$ cat src/rtl/ycc_stream_sched_if.sv
// ycc_stream_sched_if: Y/Cb/Cr word inputs and merged JPEG output bundle.
// slave = scheduler side, master = pipelines/downstream side.
interface ycc_stream_sched_if #(
  parameter int MCU_CNT_W = 16
);
  logic [31:0]          y_data;
  logic                 y_valid;
  logic                 y_last;
  logic [31:0]          cb_data;
  logic                 cb_valid;
  logic                 cb_last;
  logic [31:0]          cr_data;
  logic                 cr_valid;
  logic                 cr_last;
  logic                 out_ready;
  logic [31:0]          JPEG_bitstream;
  logic                 data_ready;
  logic [1:0]           comp_id;
  logic                 mcu_last;
  logic [MCU_CNT_W-1:0] mcu_count;
  logic [2:0]           overflow;

  modport slave (
    input  y_data, y_valid, y_last,
    input  cb_data, cb_valid, cb_last,
    input  cr_data, cr_valid, cr_last,
    input  out_ready,
    output JPEG_bitstream, data_ready,
    output comp_id, mcu_last,
    output mcu_count, overflow
  );

  modport master (
    output y_data, y_valid, y_last,
    output cb_data, cb_valid, cb_last,
    output cr_data, cr_valid, cr_last,
    output out_ready,
    input  JPEG_bitstream, data_ready,
    input  comp_id, mcu_last,
    input  mcu_count, overflow
  );
endinterface

$ cat src/rtl/ycc_stream_sched.sv
// ycc_stream_sched: buffers Y/Cb/Cr Huffman words in per-component FIFOs
// and drains them block by block in MCU order Y, Cb, Cr onto one output.
// Ports: clk, rst (async, active-high), bus (ycc_stream_sched_if.slave).
module ycc_stream_sched #(
  parameter int FIFO_DEPTH = 16,
  parameter int MCU_CNT_W  = 16
) (
  input logic               clk,
  input logic               rst,
  ycc_stream_sched_if.slave bus
);
  localparam int AW = $clog2(FIFO_DEPTH);

  localparam logic [1:0] SERVE_Y  = 2'd0;
  localparam logic [1:0] SERVE_CB = 2'd1;
  localparam logic [1:0] SERVE_CR = 2'd2;

  localparam logic [AW:0] PTR_ONE = 1;
  localparam logic [MCU_CNT_W-1:0] CNT_ONE = 1;

  logic [1:0]  state;
  logic [1:0]  state_nxt;

  logic [32:0] mem [3][FIFO_DEPTH];
  logic [AW:0] wp  [3];
  logic [AW:0] rp  [3];
  logic [32:0] din [3];

  logic [2:0]  valid;
  logic [2:0]  full;
  logic [2:0]  empty;
  logic [2:0]  pop;
  logic [2:0]  push;
  logic [2:0]  drop;
  logic [2:0]  ovf;

  logic [32:0] head;
  logic        cur_empty;
  logic        pop_any;
  logic        adv;

  logic [31:0]          out_data;
  logic                 out_vld;
  logic [1:0]           out_cid;
  logic                 out_ml;
  logic [MCU_CNT_W-1:0] cnt;

  assign valid = {bus.cr_valid, bus.cb_valid, bus.y_valid};

  always_comb begin
    din[0] = {bus.y_last, bus.y_data};
    din[1] = {bus.cb_last, bus.cb_data};
    din[2] = {bus.cr_last, bus.cr_data};
  end

  always_comb begin
    empty = '0;
    full  = '0;
    for (int n = 0; n < 3; n++) begin
      empty[n] = (wp[n] == rp[n]);
      full[n]  = (wp[n][AW] != rp[n][AW]) &&
                 (wp[n][AW-1:0] == rp[n][AW-1:0]);
    end
  end

  always_comb begin
    head      = '0;
    cur_empty = 1'b1;
    unique case (state)
      SERVE_Y: begin
        head      = mem[0][rp[0][AW-1:0]];
        cur_empty = empty[0];
      end
      SERVE_CB: begin
        head      = mem[1][rp[1][AW-1:0]];
        cur_empty = empty[1];
      end
      SERVE_CR: begin
        head      = mem[2][rp[2][AW-1:0]];
        cur_empty = empty[2];
      end
      default: ;
    endcase
  end

  // Output register is free, or is being emptied this cycle.
  assign pop_any = !cur_empty && (!out_vld || bus.out_ready);
  assign adv     = pop_any && head[32];

  assign pop[0] = pop_any && (state == SERVE_Y);
  assign pop[1] = pop_any && (state == SERVE_CB);
  assign pop[2] = pop_any && (state == SERVE_CR);

  // A full FIFO still takes a word when it frees a slot this cycle.
  assign push = valid & (~full | pop);
  assign drop = valid & full & ~pop;

  always_comb begin
    state_nxt = state;
    unique case (state)
      SERVE_Y:  if (adv) state_nxt = SERVE_CB;
      SERVE_CB: if (adv) state_nxt = SERVE_CR;
      SERVE_CR: if (adv) state_nxt = SERVE_Y;
      default:  state_nxt = SERVE_Y;
    endcase
  end

  always_ff @(posedge clk) begin
    for (int n = 0; n < 3; n++) begin
      if (push[n]) mem[n][wp[n][AW-1:0]] <= din[n];
    end
  end

  always_ff @(posedge clk or posedge rst) begin
    if (rst) begin
      for (int n = 0; n < 3; n++) begin
        wp[n] <= '0;
        rp[n] <= '0;
      end
      ovf <= '0;
    end else begin
      for (int n = 0; n < 3; n++) begin
        if (push[n]) wp[n] <= wp[n] + PTR_ONE;
        if (pop[n])  rp[n] <= rp[n] + PTR_ONE;
      end
      ovf <= ovf | drop;
    end
  end

  always_ff @(posedge clk or posedge rst) begin
    if (rst) begin
      state    <= SERVE_Y;
      out_data <= '0;
      out_vld  <= 1'b0;
      out_cid  <= '0;
      out_ml   <= 1'b0;
      cnt      <= '0;
    end else begin
      state <= state_nxt;
      if (out_vld && bus.out_ready && out_ml) begin
        cnt <= cnt + CNT_ONE;
      end
      if (pop_any) begin
        out_data <= head[31:0];
        out_vld  <= 1'b1;
        out_cid  <= state;
        out_ml   <= (state == SERVE_CR) && head[32];
      end else if (bus.out_ready) begin
        out_vld <= 1'b0;
      end
    end
  end

  assign bus.JPEG_bitstream = out_data;
  assign bus.data_ready     = out_vld;
  assign bus.comp_id        = out_cid;
  assign bus.mcu_last       = out_ml;
  assign bus.mcu_count      = cnt;
  assign bus.overflow       = ovf;
endmodule

$ cat src/flat_wrapper.sv
// flat-port wrapper written by rule: the top's interface ports become plain ports
module ycc_stream_sched_flat 
#(
  parameter int FIFO_DEPTH = 16,
  parameter int MCU_CNT_W  = 16
)
  (clk, rst, bus_y_data, bus_y_valid, bus_y_last, bus_cb_data, bus_cb_valid, bus_cb_last, bus_cr_data, bus_cr_valid, bus_cr_last, bus_out_ready, bus_JPEG_bitstream, bus_data_ready, bus_comp_id, bus_mcu_last, bus_mcu_count, bus_overflow);
  ycc_stream_sched_if #(.MCU_CNT_W(MCU_CNT_W)) bus_i ();
  input logic clk;
  input logic rst;
  input wire logic [$bits(bus_i.y_data)-1:0] bus_y_data;
  input wire logic [$bits(bus_i.y_valid)-1:0] bus_y_valid;
  input wire logic [$bits(bus_i.y_last)-1:0] bus_y_last;
  input wire logic [$bits(bus_i.cb_data)-1:0] bus_cb_data;
  input wire logic [$bits(bus_i.cb_valid)-1:0] bus_cb_valid;
  input wire logic [$bits(bus_i.cb_last)-1:0] bus_cb_last;
  input wire logic [$bits(bus_i.cr_data)-1:0] bus_cr_data;
  input wire logic [$bits(bus_i.cr_valid)-1:0] bus_cr_valid;
  input wire logic [$bits(bus_i.cr_last)-1:0] bus_cr_last;
  input wire logic [$bits(bus_i.out_ready)-1:0] bus_out_ready;
  output wire logic [$bits(bus_i.JPEG_bitstream)-1:0] bus_JPEG_bitstream;
  output wire logic [$bits(bus_i.data_ready)-1:0] bus_data_ready;
  output wire logic [$bits(bus_i.comp_id)-1:0] bus_comp_id;
  output wire logic [$bits(bus_i.mcu_last)-1:0] bus_mcu_last;
  output wire logic [$bits(bus_i.mcu_count)-1:0] bus_mcu_count;
  output wire logic [$bits(bus_i.overflow)-1:0] bus_overflow;
  assign bus_i.y_data = bus_y_data;
  assign bus_i.y_valid = bus_y_valid;
  assign bus_i.y_last = bus_y_last;
  assign bus_i.cb_data = bus_cb_data;
  assign bus_i.cb_valid = bus_cb_valid;
  assign bus_i.cb_last = bus_cb_last;
  assign bus_i.cr_data = bus_cr_data;
  assign bus_i.cr_valid = bus_cr_valid;
  assign bus_i.cr_last = bus_cr_last;
  assign bus_i.out_ready = bus_out_ready;
  assign bus_JPEG_bitstream = bus_i.JPEG_bitstream;
  assign bus_data_ready = bus_i.data_ready;
  assign bus_comp_id = bus_i.comp_id;
  assign bus_mcu_last = bus_i.mcu_last;
  assign bus_mcu_count = bus_i.mcu_count;
  assign bus_overflow = bus_i.overflow;
  ycc_stream_sched #(.FIFO_DEPTH(FIFO_DEPTH), .MCU_CNT_W(MCU_CNT_W)) u_core (.clk(clk), .rst(rst), .bus(bus_i));
endmodule
$ cat config.mk
export PLATFORM = sky130hd
export DESIGN_NAME = ycc_stream_sched_flat
export DESIGN_NICKNAME = d
export VERILOG_FILES = /design/src/rtl/ycc_stream_sched_if.sv /design/src/rtl/ycc_stream_sched.sv /design/src/flat_wrapper.sv
export SDC_FILE = /design/constraint.sdc
export NUM_CORES = 2
export LEC_CHECK = 0
export CORE_ASPECT_RATIO = 0.9
export CORE_MARGIN = 5
export CORE_UTILIZATION = 30
export DETAILED_ROUTE_END_ITERATION = 8
export GPL_TIMING_DRIVEN = 0
export PLACE_DENSITY = 0.49
export SYNTH_ARGS = -nofsm -noshare
export SYNTH_HDL_FRONTEND = slang
export SYNTH_SLANG_ARGS = --single-unit
$ cat constraint.sdc
create_clock -name clk -period 5.4 [get_ports clk]
set_input_delay 0.54 -clock clk [delete_from_list [all_inputs] [get_ports clk]]
set_output_delay 0.54 -clock clk [all_outputs]
set_load 0.005 [all_outputs]
## After elaboration in Yosys (flattened, before gate mapping)

Memory sizes are Yosys's and may differ from the RTL's.
Index checks and enable logic that the tools add are counted.

- Bits in registers: 87
- Memory bits (writable): 1584
- Input bits: 105
- Output and inout port bits: 55
- Word-level logic and storage cells: 106
- Memories: 1

- $add $sub $neg: 7
- Magnitude comparators: 9
- Equal/unequal tests: 14
- Mux-type cells: 29
- Bitwise logic cells: 13
- Reductions and logical operators: 20

Memory list:

| memory | words | width | rd ports | clocked after memory_dff | wr ports | RTL line | text |
|---|---|---|---|---|---|---|---|
| u_core.mem | 3 | 528 | 3 | 0 | 3 | ycc_stream_sched.sv:24 | `logic [32:0] mem [3][FIFO_DEPTH];` |

Operator list:

| cell | number |
|---|---|
| $mux W528 | 3 |
| $bmux W33 S4 | 3 |
| $demux W33 S4 | 3 |
| $mux W33 | 9 |
| $pmux W33 S3 | 1 |
| $add A5 B1 Y5 const B | 6 |
| $ge A5 B5 Y1 const B | 6 |
| $not A4 Y5 | 6 |
| $add A16 B1 Y16 const B | 1 |
| $eq A5 B5 Y1 | 3 |
| $lt A5 B1 Y1 const B | 3 |
| $logic_and A1 B1 Y1 | 14 |
| $eq A4 B4 Y1 | 3 |
| $and A3 B3 Y3 | 3 |
| $mux W2 | 3 |
| $ne A2 B1 Y1 const B | 3 |
| $not A3 Y3 | 2 |
| $or A3 B3 Y3 | 2 |
| $pmux W2 S3 | 1 |
| $mux W1 | 5 |
| $ne A1 B1 Y1 | 3 |
| $pmux W1 S3 | 1 |
| $reduce_and A3 Y1 | 1 |
| $eq A2 B1 Y1 const B | 1 |
| 5 further kinds | 6 |

## Longest topological paths before layout

- Word-level depth: 9
- Mapped depth: 9
- Mapped depth without buffers: 6

## Least setup slack after synthesis

No wires, ideal clock.

- Kind: reg-to-reg
- Start: register u_core.state[0]
- End: memory u_core.mem[0][396] in the netlist's numbering, enable pin
- Library setup time: 0.464 ns
- Arrival time: 3.853 ns
- Data required time: 4.936 ns
- Path slack: 1.082 ns
- Cell stages (with the launch flop): 7
- Path buffers: 1
- Path through: dfrtp_1 > buf_2 > nor2_1 > nand2b_1 > a31oi_1 > nand2_1 > nor3_1

RTL lines:

| what | RTL line | text |
|---|---|---|
| start, declared | ycc_stream_sched.sv:21 | `logic [1:0] state;` |
| start signal, assigned | ycc_stream_sched.sv:139 | `state <= state_nxt;` |
| end, declared | ycc_stream_sched.sv:24 |  |

==> metrics.txt <==
status finished clean; routability cong. roughly 0.79; initial antenna violation count 28; CTS tree done; VDD IR-drop max ~0.33 mV; CTS max path bufs 3; vias in the first global route around 33000; slew margin rel. 0.0268; CP Data Required Time 5.92 ns; Hold Vio Cnt, Final 0; number of synthesized flops with an enable pin 1584; drt total wl 187 mm; Sw Share 0.336; Final setup viols 0; Fin Clk Skew approximately 0.038 ns; clock power share 0.291; Clock Sink Count 1671; average size of a mapped cell 20.0 µm²; via count 33147; die width around 500 µm; IO buf count around 160; min cycle time layout 4.43 ns; critical path capture point type flop; MaxCap Viol Count 0; most frequent cell after synthesis edfxtp_1; Min Hold Slack approximately 0.23 ns; Tightest Pin Transition 1.45 ns; mux contribution to synthesized area 0.126; Synth Area in XOR/XNOR 0.00747; Post-Place Cells approximately 6300; crit-path max FO 10; # Post-CTS Setup Buffers 0; Power Density roughly 530 nW/µm²; top-area cell type share of the netlist area 0.737; Residual DRC 0; first-pass GRT wire length ~260 mm; Area growth syn-to-layout 19.2%; post-synthesis adder-cell area fraction 0.00310; Power Internal about 27 mW; CTS resizes 0; synth top area cells edfxtp_1, mux4_2, mux2i_1; H-tree depth 4; Yosys cell types a little over 50; syn_nets ~3400; Filler cells roughly 20000; area occupied by multi-input gates between 10000 and 15000 µm²; sequential share of power 0.401; max-slew violation count 0; DR WL/cell ~28 µm; root buf cell clkbuf_16; Top-Level Pins 160; Die ar. approximately 220000 µm²; Die Y 450 µm; CTS Buf Count about 180; initial drt markers between 3000 and 4000; Worst EP arrival around 5 ns; Mapped Cells 3229; Post-synth top cells edfxtp_1, mux2i_1, mux4_2; logic gate share of total power 0.308; Pleak ~24 nW; CP startpoint kind flop; final core occ 0.360; drt first pass iters 5; GR Util All Layers 0.163; share of layout cells above drive strength 1 0.188; Async S/R FF share, synth 0.0521; cell taking the most area after synthesis edfxtp_1; Final nets approximately 3800; overall power between 40 and 50 mW; fmax 0.226 GHz; Initial Util 0.302; Post-DRT Antenna Nets 0; Reg area approximately 50000 µm²; Synth Area in Simple Gates 0.0267; core area 214000 µm²; R2R Setup Slk ~0.97 ns; Clock Latency Late Sink about 0.83 ns; Detailed Place HPWL 129 mm; Post-Syn Area about 65000 µm²; total grt overflow 0; Hold Buf Count CTS 0; Clk pin slew, worst setup/hold paths ~0.06 ns; CP Class flop to flop; Top FF cell, synth edfxtp_1; compound-cell area share of the yosys netlist 0.0510; RSZ-0062 raised after global routing no; Synth Register Bits 1671; Tcrit/Tclk final 0.821; Worst Hold Class input port to asynchronous set/reset pin; largest net degree at the start of global routing 49; routed vias/inst about 5.0; row count about 160; main combinational cell family by area after synthesis multiplexers; Seq/Total Area, Yosys 0.771; Synth Warn # 0; Non-Filler Instances between 6000 and 7000; Psw roughly 14 mW
cells in the final DEF (no fill, tap or decap), drive strengths merged, types with 33 or more instances in the layout:
master,instances
a211oi,61
a21oi,33
a22oi,125
a31oi,35
buf,193
clkbuf,320
clkdlybuf4s50,159
clkinv,73
dfrtp,87
edfxtp,1584
mux2i,253
mux4,245
nand2,55
nand3,74
nor2,56
nor2b,70
nor3,43
xnor2,41
worst max-delay path: stages, from the launching register on:
cell      delay (ns)
dfrtp_1         0.42
buf_2           0.32
nor2_1          0.57
nand2b_1        0.17
a31oi_1         0.67
nand2_1         0.42
nor3_2          0.82
buf_4           0.35
buf_6           0.18
buf_6           0.17
metal layers:
metal  part of all wire  up-vias  GRT usage  wire (µm)
li1                   -    14289          -          -
met1               0.45    17574      0.234      83700
met2               0.47     1045      0.256      87500
met3              0.057      229     0.0291      10600
met4              0.027       10     0.0468       4960
met5            0.00031        -          0         57
power by group through the flow:
stage          sequential, mW  combinational, mW  clock, mW
6_report                 16.2               12.4       11.8
5_1_grt                  16.3               13.1       12.6
4_1_cts                  16.3               12.7       12.0
3_5_place_dp             16.5               12.6          0
3_3_place_gp             16.7               12.1          0
2_1_floorplan            16.3               6.93          0
cell families after synthesis:
logic type                 count (synthesis)
xor gates and xnor gates                  55
DFF                                     1671
and+or+nand+nor                          341
muxes                                    506
buffers and inverters                    211
AOI/OAI and AO/OA                        429
adders and majority gates                 16
path summary, 6_finish.rpt:
kind	start	endpoint	cells after the start
min reg2reg	u_core.bus.mcu_count[15]	u_core.bus.mcu_count[15]	1
max reg2reg	u_core.state[0]	u_core.mem[0][444]	9
min in group clk	bus_y_valid	u_core.bus.overflow[0]	2
min	rst	u_core.bus.mcu_count[15]	2
max in group asynchronous	rst	u_core.rp[12]	3
max	u_core.state[0]	u_core.mem[0][444]	9
area by class of cell:
| type | instances | area share |
|---|---|---|
| plain buffers | 194 | 0.0115 |
| diodes | 10 | 0.000325 |
| inverters | 17 | 0.000862 |
| well taps | 2852 | 0.0464 |
| clock inverters | 96 | 0.0113 |
| multi-input cells | 1347 | 0.184 |
| clock buffers | 233 | 0.0612 |
| flip-flops and latches | 1671 | 0.647 |
| repair buffers | 245 | 0.0378 |
flip-flops by register name, summed over array words and instances (netlist names):
name                       flops
u_core.bus.comp_id             2
u_core.wp                     15
u_core.bus.mcu_count          16
u_core.rp                     15
u_core.bus.overflow            3
u_core.state                   2
u_core.bus.JPEG_bitstream     32
u_core.mem                  1584
u_core.bus.data_ready          1
u_core.bus.mcu_last            1
stage by stage:
step	area (µm²)	setup WS (ns)	TNS (ns)
3_3_place_gp	69700	-2.79	-1329.89
4_1_cts	76900	0.907	0
3_5_place_dp	71300	0.779	0
6_report	76900	0.967	0
2_1_floorplan	64500	1.08	0
5_1_grt	76900	0.658	0
Power figures use the tool's default switching activity.
